==> src/rtl/rxuart_pkg.sv <==
// Shared definitions for the 8N1 UART receiver: FSM encoding, frame width and
// the default bit period shared with txuart.
package rxuart_pkg;

  localparam int          DATA_BITS               = 8;
  localparam logic [23:0] DEFAULT_CLOCKS_PER_BAUD = 24'd1250;

  typedef enum logic [2:0] {
    IDLE,
    START,
    DATA,
    STOP,
    WAIT_IDLE
  } rx_state_t;

  // Delay from the detected falling edge to the start-bit centre.
  function automatic logic [23:0] half_baud_load(input logic [23:0] clocks_per_baud);
    return (clocks_per_baud >> 1) - 24'd1;
  endfunction

endpackage

==> src/rtl/rxuart_if.sv <==
// Serial line plus received-byte strobes of rxuart; slave is the receiver side,
// master is the side driving the line and consuming the bytes.
interface rxuart_if;
  import rxuart_pkg::*;

  logic                 i_uart_rx;
  logic                 o_wr;
  logic [DATA_BITS-1:0] o_data;
  logic                 o_frame_err;
  logic                 o_break;
  logic                 o_busy;

  modport master (
    output i_uart_rx,
    input  o_wr, o_data, o_frame_err, o_break, o_busy
  );

  modport slave (
    input  i_uart_rx,
    output o_wr, o_data, o_frame_err, o_break, o_busy
  );

endinterface

==> src/rtl/rxuart_sync.sv <==
// Two-flop synchroniser for asynchronous inputs with a selectable reset value.
module rxuart_sync #(
  parameter int               WIDTH     = 1,
  parameter logic [WIDTH-1:0] RESET_VAL = '1
) (
  input  logic             clk,
  input  logic             reset_n,
  input  logic [WIDTH-1:0] din,
  output logic [WIDTH-1:0] dout
);

  logic [WIDTH-1:0] meta;
  logic [WIDTH-1:0] sync;

  always_ff @(posedge clk) begin
    if (!reset_n) begin
      meta <= RESET_VAL;
      sync <= RESET_VAL;
    end else begin
      meta <= din;
      sync <= meta;
    end
  end

  assign dout = sync;

endmodule

==> src/rtl/rxuart.sv <==
// Fixed-baud 8N1 UART receiver: mid-bit start qualification, LSB-first data
// sampling at bit centres, stop-bit check with frame-error and break reporting.
module rxuart
  import rxuart_pkg::*;
#(
  parameter logic [23:0] CLOCKS_PER_BAUD = DEFAULT_CLOCKS_PER_BAUD
) (
  input  logic     i_clk,
  input  logic     i_reset_n,
  rxuart_if.slave  bus
);

  localparam logic [23:0] HALF_LOAD = half_baud_load(CLOCKS_PER_BAUD);
  localparam logic [23:0] FULL_LOAD = CLOCKS_PER_BAUD - 24'd1;
  localparam logic [2:0]  LAST_IDX  = 3'(DATA_BITS - 1);

  logic                 rx_s;
  rx_state_t            state,     state_nxt;
  logic [23:0]          cnt,       cnt_nxt;
  logic [2:0]           idx,       idx_nxt;
  logic [DATA_BITS-1:0] shreg,     shreg_nxt;
  logic [DATA_BITS-1:0] data_q,    data_nxt;
  logic                 wr_q,      wr_nxt;
  logic                 ferr_q,    ferr_nxt;
  logic                 brk_q,     brk_nxt;
  logic                 tick;

  rxuart_sync #(
    .WIDTH     (1),
    .RESET_VAL (1'b1)
  ) u_sync (
    .clk     (i_clk),
    .reset_n (i_reset_n),
    .din     (bus.i_uart_rx),
    .dout    (rx_s)
  );

  assign tick = (cnt == 24'd0);

  always_ff @(posedge i_clk) begin
    if (!i_reset_n) begin
      state  <= IDLE;
      cnt    <= 24'd0;
      idx    <= 3'd0;
      shreg  <= '0;
      data_q <= '0;
      wr_q   <= 1'b0;
      ferr_q <= 1'b0;
      brk_q  <= 1'b0;
    end else begin
      state  <= state_nxt;
      cnt    <= cnt_nxt;
      idx    <= idx_nxt;
      shreg  <= shreg_nxt;
      data_q <= data_nxt;
      wr_q   <= wr_nxt;
      ferr_q <= ferr_nxt;
      brk_q  <= brk_nxt;
    end
  end

  always_comb begin
    state_nxt = state;
    cnt_nxt   = cnt;
    idx_nxt   = idx;
    shreg_nxt = shreg;
    data_nxt  = data_q;
    wr_nxt    = 1'b0;
    ferr_nxt  = 1'b0;
    brk_nxt   = brk_q;

    case (state)
      IDLE: begin
        if (!rx_s) begin
          cnt_nxt   = HALF_LOAD;
          state_nxt = START;
        end
      end

      START: begin
        if (!tick) begin
          cnt_nxt = cnt - 24'd1;
        end else if (rx_s) begin
          // Line went back high before mid-bit: treat as a glitch.
          state_nxt = IDLE;
        end else begin
          cnt_nxt   = FULL_LOAD;
          idx_nxt   = 3'd0;
          state_nxt = DATA;
        end
      end

      DATA: begin
        if (!tick) begin
          cnt_nxt = cnt - 24'd1;
        end else begin
          shreg_nxt = {rx_s, shreg[DATA_BITS-1:1]};
          cnt_nxt   = FULL_LOAD;
          if (idx == LAST_IDX) begin
            state_nxt = STOP;
          end else begin
            idx_nxt = idx + 3'd1;
          end
        end
      end

      STOP: begin
        if (!tick) begin
          cnt_nxt = cnt - 24'd1;
        end else if (rx_s) begin
          data_nxt  = shreg;
          wr_nxt    = 1'b1;
          state_nxt = IDLE;
        end else begin
          // An all-zero frame with a low stop bit means the line is held low.
          ferr_nxt  = 1'b1;
          state_nxt = WAIT_IDLE;
          if (shreg != '0) begin
            data_nxt = shreg;
          end else begin
            brk_nxt = 1'b1;
          end
        end
      end

      WAIT_IDLE: begin
        if (rx_s) begin
          brk_nxt   = 1'b0;
          state_nxt = IDLE;
        end
      end

      default: begin
        state_nxt = IDLE;
      end
    endcase
  end

  assign bus.o_wr        = wr_q;
  assign bus.o_data      = data_q;
  assign bus.o_frame_err = ferr_q;
  assign bus.o_break     = brk_q;
  assign bus.o_busy      = (state != IDLE);

endmodule

==> src/flat_wrapper.sv <==
// flat-port wrapper written by rule: the top's interface ports become plain ports
module rxuart_flat import rxuart_pkg::*;
#(
  parameter logic [23:0] CLOCKS_PER_BAUD = DEFAULT_CLOCKS_PER_BAUD
)
  (i_clk, i_reset_n, bus_i_uart_rx, bus_o_wr, bus_o_data, bus_o_frame_err, bus_o_break, bus_o_busy);
  rxuart_if bus_i ();
  input  logic i_clk;
  input  logic i_reset_n;
  input wire logic [$bits(bus_i.i_uart_rx)-1:0] bus_i_uart_rx;
  output wire logic [$bits(bus_i.o_wr)-1:0] bus_o_wr;
  output wire logic [$bits(bus_i.o_data)-1:0] bus_o_data;
  output wire logic [$bits(bus_i.o_frame_err)-1:0] bus_o_frame_err;
  output wire logic [$bits(bus_i.o_break)-1:0] bus_o_break;
  output wire logic [$bits(bus_i.o_busy)-1:0] bus_o_busy;
  assign bus_i.i_uart_rx = bus_i_uart_rx;
  assign bus_o_wr = bus_i.o_wr;
  assign bus_o_data = bus_i.o_data;
  assign bus_o_frame_err = bus_i.o_frame_err;
  assign bus_o_break = bus_i.o_break;
  assign bus_o_busy = bus_i.o_busy;
  rxuart #(.CLOCKS_PER_BAUD(CLOCKS_PER_BAUD)) u_core (.i_clk(i_clk), .i_reset_n(i_reset_n), .bus(bus_i));
endmodule
==> config.mk <==
export PLATFORM = sky130hd
export DESIGN_NAME = rxuart_flat
export DESIGN_NICKNAME = d
export VERILOG_FILES = /design/src/rtl/rxuart_pkg.sv /design/src/rtl/rxuart_if.sv /design/src/rtl/rxuart_sync.sv /design/src/rtl/rxuart.sv /design/src/flat_wrapper.sv
export SDC_FILE = /design/constraint.sdc
export NUM_CORES = 1
export LEC_CHECK = 0
export BUFFER_PORTS_ARGS = -buffer_cell sky130_fd_sc_hd__buf_2
export CELL_PAD_IN_SITES_DETAIL_PLACEMENT = 0
export CELL_PAD_IN_SITES_GLOBAL_PLACEMENT = 2
export CORE_MARGIN = 5
export CORE_UTILIZATION = 40
export DETAILED_ROUTE_END_ITERATION = 10
export HOLD_SLACK_MARGIN = 0.1
export PLACE_DENSITY = 0.89
export SYNTH_ARGS = -nofsm -noshare
export SYNTH_HDL_FRONTEND = slang
export SYNTH_HIERARCHICAL = 1
export SYNTH_SLANG_ARGS = --single-unit
==> constraint.sdc <==
create_clock -name i_clk -period 3.8 [get_ports i_clk]
set_clock_uncertainty 0.05 [all_clocks]
set_input_delay 0.19 -clock i_clk [delete_from_list [all_inputs] [get_ports i_clk]]
set_output_delay 0.19 -clock i_clk [all_outputs]
set_load 0.01 [all_outputs]
* After elaboration in Yosys (flattened, before gate mapping) *
Cells that the tools add are included.

operators by class
  $lt $le $gt $ge = 0
  div/mod/pow operators = 0
  add/subtract/negate cells = 2
  multiply operators = 0
  bitwise gates (word level) = 0
  multiplexer cells = 29
  shifts and indexed selects = 0
  reduce and logical (&&, ||, !) cells = 15
  eq/ne operators = 17

operators by type and width
  operator               count
  $mux 24                5
  $pmux 24 s4            1
  $mux 3                 11
  $logic_not 24->1       1
  $sub 24x1->24 const B  1
  $mux 8                 2
  $pmux 3 s5             1
  $ne 2x2->1 const B     7
  $reduce_and 5->1       2
  $ne 2x1->1 const B     4
  $reduce_bool 8->1      1
  $eq 3x2->1 const B     2
  $eq 3x3->1 const B     2
  $mux 1                 6
  $pmux 3 s2             1
  $reduce_and 3->1       2
  $reduce_and 6->1       1
  $reduce_bool 2->1      3
  $reduce_and 4->1       1
  $reduce_bool 4->1      1
  $add 3x1->3 const B    1
  $eq 3x1->1 const B     1
  $logic_not 3->1        1
  $ne 3x3->1 const B     1
  4 further kinds        4

word-level totals
  RAM bits = 0
  flip-flop bits (word level) = 51
  memories kept = 0
  memory bits (read-only) = 0
  bits in latches = 0
  input port bits = 3
  output and inout bits = 12

* Logic depth before layout (Yosys ltp) *
Gate-level depths: netlist of run 1.

  word-level depth = 5
  mapped depth = 9

* Hierarchy *
Netlist of run 1, hierarchy kept.

modules (own cells, without submodules)
  module       times used  cells an instance  sequential area each (um^2)  area an instance (um^2)
  rxuart       1           310                980.9                        2576.2
  rxuart_sync  1           4                  40.0                         52.6

* Least setup slack after synthesis of run 1 *
No wires, ideal clock.

  path type = reg2reg
  start = reg u_core.cnt[16]
  end = reg u_core.cnt[10]
  required time = 3.635 ns
  setup time = 0.115 ns
  data arrival time = 2.313 ns
  path buffers = 4
  slack = 1.322 ns
  stages on the path, launching flop included = 10
  period minus slack after synthesis = 2.478 ns
  path through = dfxtp_1 or4_1 buf_2 or3_1 buf_6 nor4_2 buf_4 buf_6 o22ai_1 o21a_1

between the ends
  word-level cells in the longest chain between the ends = 3
  elaborated cells between the ends (all ways) = 7
  classes of those cells = eq/ne: 2; mux: 3; reduce/logical: 2

RTL lines
  item                                                              RTL line      RTL
  from (decl)                                                       rxuart.sv:19  logic [23:0] cnt, cnt_nxt;
  from (signal assigned)                                            rxuart.sv:52  cnt <= cnt_nxt;
  $logic_not 24->1 *                                                rxuart.sv:38  assign tick = (cnt == 24'd0);
  $ne 3x3->1 (no line), or another cell as far along                -
  $reduce_and 4->1 (no line) / $pmux 24 s4 (equally long branches)  -

Mark *: on every way between the ends. The rest lies on a longest branch, timed or not.
A chain may end at the register's enable or synchronous reset.

* Final worst setup path of run 1 *
  start = reg u_core.cnt[16]
  end = reg u_core.cnt[7]

The elaborated chain is that of the path after synthesis.

==> results of run 1 <==
through the flow:
step | instance area [um2] | instances | setup slack (ns) | hold WS [ns] | power (mW)
2_1_floorplan | 2630 | 314 | 1.32 | 0.213 | 1.01
6_report | 2850 | 400 | 0.925 | 0.274 | 1.46
5_1_grt | 2850 | 400 | 0.585 | 0.308 | 1.56
3_5_place_dp | 2740 | 391 | 0.943 | 0.325 | 1.12
4_1_cts | 2850 | 400 | 0.911 | 0.271 | 1.47
3_3_place_gp | 2740 | 391 | 0.979 | 0.322 | 1.12
what timing repair did:
item                                   CTS  global route
endpoints found under the hold margin    1             0
resized for setup                        0             0
setup endpoints to repair                0             0
hold buffers                             1             0
kinds of logic after synthesis:
group,after synthesis
buffers and inverters,25
muxes,15
and+or+nand+nor,147
adders and majority gates,3
AOI/OAI and AO/OA,73
DFF,51
worst reg2reg max path: stages, from the launching register on:
cell and delay [ns]:
dfxtp_1 0.37, or4_1 0.64, or3_1 0.50, nor4_2 0.61, buf_4 0.32, o311ai_0 0.19, o31ai_1 0.12
cells in the final DEF, fill, tap and decap left out, types with 8 or more instances in the layout:
| master | n |
|---|---|
| a21oi_1 | 24 |
| buf_2 | 14 |
| dfxtp_1 | 51 |
| mux2i_1 | 15 |
| nand2_1 | 31 |
| nand2b_1 | 9 |
| nand3_1 | 10 |
| nand4_1 | 8 |
| nor2_1 | 34 |
| or3_1 | 10 |
| or4_1 | 8 |
sequential cells by signal, summed over array words and instances (netlist names):
| signal | cells |
|---|---|
| u_core/bus.o_wr | 1 |
| u_core/u_sync/meta | 1 |
| u_core/u_sync/dout | 1 |
| u_core/idx | 3 |
| u_core/bus.o_break | 1 |
| u_core/bus.o_frame_err | 1 |
| u_core/bus.o_data | 8 |
| u_core/cnt | 24 |
| u_core/shreg | 8 |
| u_core/state | 3 |
path summary, 6_finish.rpt:
| kind | startpoint | endpoint | slack (ns) | cells after the start |
|---|---|---|---|---|
| setup / recovery | u_core/cnt[16] | u_core/cnt[7] | 0.93 | 6 |
| hold / removal | i_reset_n | u_core/u_sync/meta | 0.27 | 2 |
| setup reg to reg | u_core/cnt[16] | u_core/cnt[7] | 0.93 | 6 |
| hold reg to reg | u_core/u_sync/meta | u_core/u_sync/dout | 0.37 | 1 |
routing by layer:
layer | part of all wire | track usage
met1 | 0.52 | 0.225
met2 | 0.43 | 0.230
met3 | 0.036 | 0.0248
met4 | 0.012 | 0.0440
met5 | 0 | 0
area by class of cell:
cell class                      count  share of cell area
Multi-Input combinational cell    238               0.522
Clock inverter                      1             0.00263
Sequential cell                    51               0.358
Inverter                            5             0.00658
Tap cell                           77              0.0338
Clock buffer                        7              0.0338
Timing Repair Buffer               21              0.0438
power by group through the flow:
| stage | logic (mW) | clock network (mW) | registers (mW) |
|---|---|---|---|
| 3_3_place_gp | 0.497 | 0 | 0.622 |
| 6_report | 0.502 | 0.347 | 0.611 |
| 3_5_place_dp | 0.496 | 0 | 0.622 |
| 5_1_grt | 0.556 | 0.384 | 0.618 |
| 2_1_floorplan | 0.404 | 0 | 0.610 |
| 4_1_cts | 0.500 | 0.361 | 0.610 |
Yosys cell counts (5+ instances only):
library cell | instances | area [um2]
a21oi_1 | 24 | 120
buf_2 | 5 | 25.0
clkbuf_1 | 12 | 45.0
dfxtp_1 | 51 | 1020
mux2i_1 | 15 | 150
nand2_1 | 31 | 116
nand2b_1 | 9 | 56.3
nand3_1 | 10 | 50.1
nand4_1 | 8 | 50.1
nor2_1 | 34 | 128
nor3_1 | 7 | 35.0
nor4_1 | 5 | 31.3
o22ai_1 | 5 | 31.3
o31ai_1 | 7 | 52.6
o41ai_1 | 6 | 52.6
or3_1 | 10 | 62.6
or4_1 | 8 | 60.1
==> flow_metrics.tcl, run 1 <==
set metrics [dict create \
    synth_fa_ha_area_frac 0.0143 \
    rows 29 \
    drc 0 \
    path_cells "or4_1 > or3_1 > nor4_2 > buf_4 > o311ai_0 > o31ai_1" \
    maxCapViolations 0 \
    critPathSlowestCell "or4_1" \
    io_buffers 14 \
    timing.fmax_mhz 348 \
    core-area_um2 6390 \
    pwr-share-comb 0.344 \
    fin_util 0.447 \
    ir_drop_mv 0.213 \
    io_pins 15 \
    p_int_mw 0.911 \
    cts_max_path_buffers 2 \
    outcome "complete, no violations" \
    crit_path_start_kind "register" \
    ys_warn_count 6 \
    cp_num_buf_inv 1 \
    cts_setup_buffers 0 \
    fin_crit_ns 2.87 \
    multi_input_area_um2 1490 \
    fin_nets 328 \
    min_period_over_period 0.756 \
    clock_sinks 51 \
    via_per_inst 5.83 \
    cts_root_buf "clkbuf_8" \
    synth-seq-cells 51 \
    synth_top_family_by_area "simple AND/OR/NAND/NOR gates" \
    place_congestion 0.787 \
    antenna_cells 0 \
    drtIter0Drc 139 \
    cellLeakagePower_nw 1.00 \
    cts.clk_slew.worst_paths_ns 0.09 \
    die_y_um 91.1 \
    required_ns 3.98 \
    mappedNetlistArea_um2 2630 \
    timing.final.max_slew_violations 0 \
    sequentialPowerShare 0.418 \
    synthArstFlopShare 0 \
    hpwlAfterDp_um 4270 \
    grt_pass1_vias 2138 \
    syn_area_per_cell_um2 8.37 \
    drt_pass1_iterations 4 \
    overflow 0 \
    synth_xor_area_frac 0 \
    fill_cells 645 \
    initial_core_util 0.412 \
    antenna_found_initial 0 \
    path_class "register to register" \
    syn_nets 320 \
    num_vias 2333 \
    cts-htree-levels 2 \
    synthDistinctLibCells 52 \
    die_area_um2 8290 \
    crit_family "simple AND/OR/NAND/NOR gates" \
    synth_cells 314 \
    cp_slowest_stage_delay_ns 0.64 \
    setup_viol 0 \
    slew_headroom 0.479 \
    p_sw_mw 0.549 \
    clockPowerShare 0.238 \
    postRouteAntennaNets 0 \
    area_delta_synth_final_pct 8.57 \
    swShare 0.376 \
    synth_compound_area_frac 0.188 \
    ys.flop_type "dfxtp_1" \
    drt_wl_total_um 6250 \
    crit_path_end_kind "register" \
    clk_latency_ns 0.31 \
    cp_max_fo 17 \
    grt_pass1_wl_um 10700 \
    p_per_area_nw_per_um2 511 \
    worstPathArrival_ns 3.05 \
    seq_area_frac_synth 0.388 \
    wl_per_cell_um 15.6 \
    synthSimpleGateAreaFrac 0.307 \
    cts_made_buffers 5 \
    seq_area_um2 1020 \
    hold_violations 0 \
    drive_gt1_frac 0.121 \
    rsz0062_at_grt "false" \
    cts_tree "yes" \
    worst_slew_pin_slew_ns 0.777 \
    grt_usage 0.153 \
    die_w_um 91.1 \
    worstHoldPathType "input pin to register" \
    synth-edff-count 0 \
    muxShareOfSynthArea 0.0571 \
    tns_ns 0 \
    grt_max_degree 29 \
]
(Power assumes the default switching activity.)
==> run 2, diff against run 1 <==
CORE_UTILIZATION = 37   (was 40)
PLACE_DENSITY = 0.84   (was 0.89)
clock period = 2.85 ns   (was 3.8 ns; I/O delays follow)
==> run 2 against run 1 <==
Net effect:
- setup slack worse by 0.62 ns
- clock-buffer cell count down 2
- global-route usage is 0.32 points lower
- maximum frequency is 13% higher
- final area grew 3.8%
==> flow_metrics.tcl, run 2 (synthesis gave the netlist of run 1 again) <==
set metrics [dict create \
    crit_path_start_kind "register" \
    cp_slowest_stage_delay_ns 0.64 \
    rows 30 \
    maxCapViolations 0 \
    path_cells "or4_1 > or3_1 > nor3_1 > buf_4 > a221o_1 > buf_4 > a21oi_1" \
    grt_pass1_wl_um 10800 \
    cts_made_buffers 5 \
    core-area_um2 6870 \
    place_inst 420 \
    p_sw_mw 0.752 \
    timing.final.max_slew_violations 0 \
    grt_pass1_vias 2245 \
    die_y_um 94.3 \
    mostFrequentLayoutCell "dfxtp_1" \
    r2r-end "u_core/cnt[13]" \
    die_w_um 94.3 \
    whs_path_depth 2 \
    num_vias 2377 \
    timing.hold.ws_ns 0.208 \
    fill_cells 727 \
    final_cell_mix "dfxtp_1, nor2_1, nand2_1" \
    fin_nets 338 \
    largest_reg_flops 24 \
    clk_latency_ns 0.31 \
    antenna_found_initial 0 \
    regToRegSetupSlack_ns 0.31 \
    setup_viol 0 \
    postRouteAntennaNets 0 \
    worst_path_most_repeated_cell "buf_4" \
    rsz0062_at_grt "false" \
    cts.clk_slew.worst_paths_ns 0.10 \
    p_int_mw 1.28 \
    critPathSlowestCell "or4_1" \
    area_delta_synth_final_pct 12.7 \
    cts_setup_buffers 0 \
    grt_max_degree 29 \
    drt_wl_total_um 6470 \
    top_register "u_core/cnt" \
    stdcell_count 429 \
    place_congestion 0.851 \
    die_area_um2 8890 \
    worst_slew_pin_slew_ns 0.597 \
    path_class "register to register" \
    clockPowerShare 0.249 \
    cts-htree-levels 2 \
    sequentialPowerShare 0.399 \
    clock_sinks 51 \
    worstHoldPathType "input pin to register" \
    fin_ws_ns 0.308 \
    crit_family "simple AND/OR/NAND/NOR gates" \
    ir_drop_mv 0.248 \
    crit_path_end_kind "register" \
    cts_max_path_buffers 2 \
    io_pins 15 \
    post_cts_resized 0 \
    via_per_inst 5.54 \
    hpwlAfterDp_um 4510 \
    r2r-start "u_core/cnt[16]" \
    outcome "complete, no violations" \
    overflow 0 \
    cp.depth 7 \
    antenna_cells 0 \
    tns_ns 0 \
    hold_violations 0 \
    io_buffers 14 \
    cp_num_buf_inv 2 \
    drt_pass1_iterations 4 \
    cp_max_fo 16 \
    drtIter0Drc 123 \
    required_ns 2.99 \
    drc 0 \
    hold_start "i_reset_n" \
    worstPathArrival_ns 2.68 \
    min_to "u_core/u_sync/meta" \
    cellLeakagePower_nw 1.06 \
    p_per_area_nw_per_um2 687 \
    place_ws_ns 0.311 \
    min_period_over_period 0.892 \
    wl_per_cell_um 15.1 \
    cts_root_buf "clkbuf_8" \
    grt_usage 0.150 \
    timing.fmax_mhz 393 \
    ctsHoldBuffers 1 \
    swShare 0.369 \
    slew_headroom 0.602 \
    cts_tree "yes" \
    initial_core_util 0.383 \
    fin_crit_ns 2.54 \
    drive_gt1_frac 0.147 \
    pwr-share-comb 0.352 \
    rr_worst_depth 7 \
]
[run 2: cell types whose count changed in the layout (fill, tap and decap cells not counted)]
| cell | previous run | this run |
|---|---|---|
| buf_4 | 6 | 16 |
| bufinv_16 | 0 | 1 |
| clkinvlp_4 | 1 | 0 |
| clkinv_4 | 0 | 1 |
| clkbuf_8 | 7 | 5 |
| clkinv_2 | 0 | 1 |
[run 2: power by group through the flow]
stage | clock, mW | sequential (mW) | combinational, mW
3_3_place_gp | 0 | 0.827 | 0.706
5_1_grt | 0.552 | 0.820 | 0.783
2_1_floorplan | 0 | 0.813 | 0.538
3_5_place_dp | 0 | 0.828 | 0.710
4_1_cts | 0.524 | 0.811 | 0.714
6_report | 0.507 | 0.812 | 0.716
[run 2: worst reg2reg max path: cells and delay by family, from the launching register on]
family,cells,cell delay (ns)
compound gates,2,0.22
buf+inv,2,0.42
flops,1,0.37
simple gates,3,1.37
[run 2: cell type report]
class                   instances  area (um2)  share of cell area
flip-flops and latches         51        1020               0.345
inverters                       5        18.8             0.00634
clock inverters                 3        43.8              0.0148
clock buffers                   5        68.8              0.0232
well taps                      96         120              0.0406
multi-input cells             238        1490               0.503
repair buffers                 31         200              0.0676
[run 2: metrics by stage]
| step | util | power, mW | instance area (um2) |
|---|---|---|---|
| 6_report | 0.431 | 2.04 | 2960 |
| 3_3_place_gp | 0.413 | 1.53 | 2840 |
| 2_1_floorplan | - | 1.35 | 2630 |
| 5_1_grt | 0.431 | 2.16 | 2960 |
| 3_5_place_dp | 0.413 | 1.54 | 2840 |
| 4_1_cts | 0.431 | 2.05 | 2960 |
[run 2: routing by layer]
| layer | track usage | share of wire | routed length [um] | vias up |
|---|---|---|---|---|
| met5 | 0 | 0 | 0 | - |
| met3 | 0.0264 | 0.028 | 182 | 8 |
| met2 | 0.248 | 0.47 | 3060 | 31 |
| li1 | - | - | - | 1211 |
| met4 | 0.0445 | 0.0088 | 57 | 0 |
| met1 | 0.198 | 0.49 | 3170 | 1127 |
[run 2: worst max path at each step]
| stage | start | endpoint | slack, ns |
|---|---|---|---|
| 3_3_place_gp | u_core/cnt[16] | u_core/cnt[21] | 0.34 |
| 3_5_place_dp | u_core/cnt[16] | u_core/cnt[13] | 0.31 |
| 4_1_cts | u_core/cnt[16] | u_core/cnt[13] | 0.28 |
| 5_1_grt | u_core/cnt[16] | u_core/cnt[12] | 0.15 |
| 6_report | u_core/cnt[16] | u_core/cnt[13] | 0.31 |
| 2_1_floorplan | u_core/cnt[16] | u_core/cnt[10] | 0.37 |
